**src/rtl/id_stage_sb.sv**
```systemverilog
// Decode stage: register read, per-register scoreboard, valid/ready issue to EX.
// Optional macro WB_BYPASS_EN: same-cycle write-back clears hazards and forwards data.
module id_stage_sb #(
    parameter int W_DATA = 32,
    parameter int W_PC   = 16,
    parameter int N_REG  = 16
) (
    input  logic              clk,
    input  logic              rst,
    input  logic              if_valid_i,
    output logic              id_ready_o,
    input  logic [31:0]       inst_i,
    input  logic [W_PC-1:0]   pc_value_i,
    input  logic              flush_i,
    output logic              ex_valid_o,
    input  logic              ex_ready_i,
    output logic [6:0]        ctrl_o,
    output logic              illegal_o,
    output logic              immf_o,
    output logic [W_DATA-1:0] rd_value_o,
    output logic [W_DATA-1:0] rs_value_o,
    output logic [W_DATA-1:0] imm_value_o,
    output logic [6:0]        opcode_o,
    output logic [3:0]        rd_addr_o,
    output logic [W_PC-1:0]   pc_value_o,
    input  logic              wb_i,
    input  logic [3:0]        wb_r_i,
    input  logic [W_DATA-1:0] wb_data_i
);

    localparam logic [6:0] C_INTE  = 7'b1000000;
    localparam logic [6:0] C_LOGIC = 7'b0100000;
    localparam logic [6:0] C_SHIFT = 7'b0010000;
    localparam logic [6:0] C_LD    = 7'b0001000;
    localparam logic [6:0] C_ST    = 7'b0000100;
    localparam logic [6:0] C_BR    = 7'b0000010;
    localparam logic [6:0] C_SET   = 7'b0000001;

    typedef struct packed {
        logic [6:0]        ctrl;
        logic              illegal;
        logic              immf;
        logic [W_DATA-1:0] rd_value;
        logic [W_DATA-1:0] rs_value;
        logic [W_DATA-1:0] imm_value;
        logic [6:0]        opcode;
        logic [3:0]        rd_addr;
        logic [W_PC-1:0]   pc;
    } bundle_t;

    function automatic logic in_rng(input logic [3:0] a);
        return {28'd0, a} < 32'(N_REG);
    endfunction

    logic [6:0]        opcode;
    logic              immf;
    logic [3:0]        rd;
    logic [3:0]        rs;
    logic [15:0]       imm;
    logic [6:0]        ctrl;
    logic              writes_rd;
    logic [W_DATA-1:0] imm_ext;

    logic [W_DATA-1:0] rf_q [N_REG];
    logic [N_REG-1:0]  sb_q;
    logic [N_REG-1:0]  sb_eff;
    logic [N_REG-1:0]  wb_mask;
    logic [N_REG-1:0]  set_mask;

    logic              rd_ok;
    logic              rs_ok;
    logic              wb_ok;
    logic [W_DATA-1:0] rd_val;
    logic [W_DATA-1:0] rs_val;
    logic              hazard;
    logic              fire_in;

    bundle_t           bnd_q;
    bundle_t           bnd_d;
    logic              valid_q;

    assign opcode = inst_i[31:25];
    assign immf   = inst_i[24];
    assign rd     = inst_i[23:20];
    assign rs     = inst_i[19:16];
    assign imm    = inst_i[15:0];

    assign rd_ok  = in_rng(rd);
    assign rs_ok  = in_rng(rs);
    assign wb_ok  = wb_i & in_rng(wb_r_i);

    // Opcode class decode; anything unmatched is illegal with ctrl zero
    always_comb begin
        ctrl = '0;
        unique case (1'b1)
            (opcode inside {[7'h00:7'h07]}):               ctrl = C_INTE;
            (opcode inside {[7'h08:7'h0A], 7'h0C, 7'h0D}): ctrl = C_SHIFT;
            (opcode inside {[7'h10:7'h13]}):               ctrl = C_LOGIC;
            (opcode inside {7'h16, 7'h17}):                ctrl = C_SET;
            (opcode == 7'h18):                             ctrl = C_LD;
            (opcode == 7'h19):                             ctrl = C_ST;
            (opcode inside {[7'h1C:7'h1F]}):               ctrl = C_BR;
            default:                                       ctrl = '0;
        endcase
    end

    // Destination reservation and immediate extension by class
    always_comb begin
        writes_rd = ctrl[6] & (opcode != 7'h04);
        writes_rd = writes_rd | ctrl[5] | ctrl[4];
        writes_rd = writes_rd | ctrl[3] | ctrl[0];
        if (ctrl[4]) begin
            imm_ext = W_DATA'(imm);
        end else begin
            imm_ext = W_DATA'(signed'(imm));
        end
    end

    // One-hot masks for write-back clear and issue-time reservation
    always_comb begin
        wb_mask  = '0;
        set_mask = '0;
        if (wb_ok) begin
            wb_mask[wb_r_i] = 1'b1;
        end
        if (fire_in && writes_rd && rd_ok) begin
            set_mask[rd] = 1'b1;
        end
    end

    // Operand read and hazard view, with optional same-cycle bypass
    always_comb begin
        rd_val = rd_ok ? rf_q[rd] : '0;
        rs_val = rs_ok ? rf_q[rs] : '0;
`ifdef WB_BYPASS_EN
        sb_eff = sb_q & ~wb_mask;
        if (wb_ok && (wb_r_i == rd)) begin
            rd_val = wb_data_i;
        end
        if (wb_ok && (wb_r_i == rs)) begin
            rs_val = wb_data_i;
        end
`else
        sb_eff = sb_q;
`endif
        hazard = 1'b0;
        if (if_valid_i) begin
            hazard = (rd_ok & sb_eff[rd]) | (rs_ok & sb_eff[rs]);
        end
    end

    assign id_ready_o = ~hazard & (~valid_q | ex_ready_i);
    assign fire_in    = if_valid_i & id_ready_o & ~flush_i;

    // Next output bundle assembled from the current instruction
    always_comb begin
        bnd_d           = '0;
        bnd_d.ctrl      = ctrl;
        bnd_d.illegal   = ~|ctrl;
        bnd_d.immf      = immf;
        bnd_d.rd_value  = rd_val;
        bnd_d.rs_value  = rs_val;
        bnd_d.imm_value = imm_ext;
        bnd_d.opcode    = opcode;
        bnd_d.rd_addr   = rd;
        bnd_d.pc        = pc_value_i;
    end

    // Output register: load on accept, hold under back-pressure, drop on flush
    always_ff @(posedge clk or negedge rst) begin
        if (!rst) begin
            valid_q <= 1'b0;
            bnd_q   <= '0;
        end else if (flush_i) begin
            valid_q <= 1'b0;
        end else if (fire_in) begin
            valid_q <= 1'b1;
            bnd_q   <= bnd_d;
        end else if (valid_q && ex_ready_i) begin
            valid_q <= 1'b0;
        end
    end

    // Scoreboard: write-back clears, issue reserves; reservation wins a tie
    always_ff @(posedge clk or negedge rst) begin
        if (!rst) begin
            sb_q <= '0;
        end else begin
            sb_q <= (sb_q & ~wb_mask) | set_mask;
        end
    end

    // Register file write port driven by write-back
    always_ff @(posedge clk or negedge rst) begin
        if (!rst) begin
            for (int i = 0; i < N_REG; i++) begin
                rf_q[i] <= '0;
            end
        end else if (wb_ok) begin
            rf_q[wb_r_i] <= wb_data_i;
        end
    end

    assign ex_valid_o  = valid_q;
    assign ctrl_o      = bnd_q.ctrl;
    assign illegal_o   = bnd_q.illegal;
    assign immf_o      = bnd_q.immf;
    assign rd_value_o  = bnd_q.rd_value;
    assign rs_value_o  = bnd_q.rs_value;
    assign imm_value_o = bnd_q.imm_value;
    assign opcode_o    = bnd_q.opcode;
    assign rd_addr_o   = bnd_q.rd_addr;
    assign pc_value_o  = bnd_q.pc;

endmodule

```
**config.mk**
```make
export PLATFORM = sky130hd
export DESIGN_NAME = id_stage_sb
export DESIGN_NICKNAME = d
export VERILOG_FILES = /design/src/rtl/id_stage_sb.sv
export SDC_FILE = /design/constraint.sdc
export NUM_CORES = 1
export LEC_CHECK = 0
export BUFFER_PORTS_ARGS = -buffer_cell sky130_fd_sc_hd__buf_2
export CORE_AREA = 2 2 187 327
export CTS_CLUSTER_DIAMETER = 200
export DETAILED_ROUTE_END_ITERATION = 8
export DIE_AREA = 0 0 189 329
export GPL_ROUTABILITY_DRIVEN = 0
export PLACE_DENSITY = 0.82
export SLEW_MARGIN = 30
export SYNTH_ARGS = -nofsm -noshare
export SYNTH_HDL_FRONTEND = slang
export SYNTH_SLANG_ARGS = --single-unit
export TNS_END_PERCENT = 10
```
**constraint.sdc**
```tcl
create_clock -name clk -period 2.39 [get_ports clk]
set_input_delay 0.1195 -clock clk [delete_from_list [all_inputs] [get_ports clk]]
set_output_delay 0.1195 -clock clk [all_outputs]
set_load 0.005 [all_outputs]
```
==> results.md <==
* Status: completed
* Gate Count Post-Synth at 1917
* Worst-margin pin slew at 0.839 ns
* Post-synth EDFFs at 0
* Die Ht at 329 um
* Area of the multi-input gates at 15400 sq um
* Post-Syn Area at 32400 sq um
* Distinct cells, synth at 36
* Synth Net Count at 2007
* TritonCTS clock tree: yes
* Vias in the first global route at 21502
* Worst Path Max Fanout at 3
* Setup TNS at 0 ns
* Die Area at 62200 sq um
* Sink Count at 646
* Fin crit share at 0.964
* Hold Crit Class: input pin to async pin
* Critical Path Start Type: register
* DRT Pass-1 Iters at 6
* Worst rel slew slack at 0.441
* CTS Buf Count at 56
* Yosys top cell area share at 0.499
* Synthesis Warnings at 0
* Clock Root Buffer: clkbuf_16
* CP Capture Type: primary output
* PwrDens at 891 nW/um^2
* CP Cell Sequence: mux4_2, a22oi_2, and3_4, nand2_2, a21oi_2, buf_2
* Via/cell ratio at 6.60
* Crit path max-delay cell type: mux4_2
* Fin nets at 2255
* Register area at 16200 sq um
* Post-layout min period at 2.30 ns
* Asr flop ratio synth at 1.00
* Filler instances at 4047
* Number of antenna violations at the first check in global routing at 2
* I/O pins at 224
* Seq cells post-synth at 646
* Non-Filler Instances at 2994
* DP HPWL at 49.9 mm
* ANT cells at 0
* Final wirelength at 84.6 mm
* Clk_lat worst skew at 0.62 ns
* Max_cap viols at 0
* Main synth FF type: dfrtp_1
* Final Hold Vio Count at 0
* Avg Synthesized Cell Area at 16.9 sq um
* GRT Util Overall at 0.278
* Seq/Total Area, Yosys at 0.499
* Layout cell share with drive strength beyond 1 at 0.620
* Drc violations at 0
* Critical path type: register to primary output
* H-tree depth at 2
* Final Skew at 0.0197 ns
* Worst vdd rail ir drop at 0.571 mV
* Starting density of the core at 0.542
* F_max at 0.434 GHz
* Die span in x at 189 um
* P&R area growth vs syn at 15.8%
* Synth top area cells: dfrtp_1 (50%), mux4_2 (23%), mux2_2 (20%), mux2_4 (1.9%), clkbuf_1 (1.4%)
* Number of port buffers at 223
* CTS clk-pin slew, worst paths at 0.07 ns
* # setup viols final at 0
* Clock Tree Buf Depth at 3
* Cell family with most CP delay: multiplexers
* CP bufs+invs at 1
* Core Footprint at 59700 sq um
* Global route overflow at 0
* Worst EP arrival at 2.18 ns
* Initial drt markers at 1649
* First-pass GRT wire length at 131 mm
* Hold WS at 0.00637 ns
* Routed WL per cell at 28.3 um
* Placed cell count at 2814
* Largest net degree at the start of global routing at 91
* Critical Path RT at 2.27 ns
* Unrepaired setup endpoints after global routing: false
* Remaining antenna violation count after routing at 0
* Via count at 19747
* Pleak at 15.9 nW
* Synth area leader: dfrtp_1
* FP Rows at 119
* Max Transition Viols Final at 0
* Crit-path max cell delay at 0.48 ns
[path summary, 6_finish.rpt]
| check | end | start | cells past startpoint | slack, ns |
|---|---|---|---|---|
| hold / removal | rd_value_o[8]$_DFFE_PN0P_ | rst | 2 | 0.006 |
| hold reg to reg | pc_value_o[6]$_DFFE_PN0P_ | pc_value_o[6]$_DFFE_PN0P_ | 1 | 0.50 |
| setup reg to reg | opcode_o[5]$_DFFE_PN0P_ | sb_eff[0]$_DFF_PN0_ | 6 | 0.17 |
| setup / recovery | id_ready_o | sb_eff[0]$_DFF_PN0_ | 6 | 0.09 |
| max in group asynchronous | pc_value_o[2]$_DFFE_PN0P_ | rst | 3 | 1.33 |
| min in group clk | sb_eff[11]$_DFF_PN0_ | inst_i[21] | 4 | 0.10 |
[per-stage QoR]
stage          power [W]  utilization  setup slack [ns]  area, sq um
2_1_floorplan     0.0210            -             0.298        32400
3_3_place_gp      0.0233        0.583             0.182        34800
3_5_place_dp      0.0240        0.583             0.196        34800
4_1_cts           0.0335        0.628           0.00216        37500
5_1_grt           0.0348        0.628           0.00521        37500
6_report          0.0334        0.628            0.0855        37500
[flip-flops by register name (all words and copies together), names as in the netlist]
signal       flops
ctrl_o           7
pc_value_o      16
rs_value_o      32
imm_value_o     17
rd_addr_o        4
sb_eff          16
rd_value_o      32
illegal_o        1
immf_o           1
ex_valid_o       1
rf_q           512
opcode_o         7
[layer usage]
layer,wire length [um],GRT usage,share of wire,vias to the layer above
li1,-,-,-,7918
met1,31600,0.354,0.37,10719
met2,43700,0.471,0.52,863
met3,5360,0.0449,0.063,243
met4,3930,0.127,0.046,4
met5,19,0,0.00022,-
[power breakdown]
| group | leakage, nW | internal, W | switching, W |
|---|---|---|---|
| clock network | 0.933 | 0.00533 | 0.00414 |
| registers | 7.94 | 0.0137 | 0.00213 |
| logic | 7.08 | 0.00532 | 0.00279 |
[worst register-to-register path, delay by kind of cell, from the launching register on]
family	cells	cell delay, ns
DFF	1	0.41
muxes	2	0.93
AOI/OAI and AO/OA	1	0.19
buffers and inverters	1	0.25
and+or+nand+nor	2	0.31
[cell usage in the layout, fill, tap and decap left out, types with 4 or more instances in the layout]
cell and count:
dlygate4sd3_1 79, mux2_4 40, buf_4 43, clkinv_2 8, mux2_2 585, buf_2 218, nand2_1 11, clkbuf_16 57
clkbuf_8 19, mux2_1 4, nor2b_1 6, nand3_1 13, nand4_1 7, o21ai_0 26, nor2_1 6, nand2b_1 5
clkbuf_1 12, mux4_2 328, bufinv_16 4, buf_12 41, nor2_4 9, dfrtp_1 646
[final cells by class]
cell class	count	area share
inverter	2	0.000200
clock inverter	15	0.00497
multi-input combinational	1074	0.410
clock buffer	86	0.0455
tap	786	0.0262
timing repair buffer	385	0.0821
sequential	646	0.431
[synth_stat cells (10+ instances only)]
library cell / number
mux4_2: 328
clkbuf_1: 123
buf_1: 10
nand2_1: 13
buf_6: 15
buf_4: 18
o21ai_0: 26
buf_2: 28
mux2_2: 585
nand3_1: 13
mux2_4: 40
nor2_1: 15
dfrtp_1: 646
[cells by family after synthesis]
family | count (synthesis) | synth area share
AOI/OAI and AO/OA | 34 | 0.00572
buffers and inverters | 197 | 0.0295
DFF | 646 | 0.499
muxes | 960 | 0.452
and+or+nand+nor | 80 | 0.0133
[repair_timing]
action	in CTS	in global routing
setup endpoints to repair	1	1
setup buffers	0	0
hold endpoints to repair	934	0
hold buffers	79	0
cloned	0	0
resized for setup	1	3
pin swaps	0	3
Power figures use the tool's default switching activity.
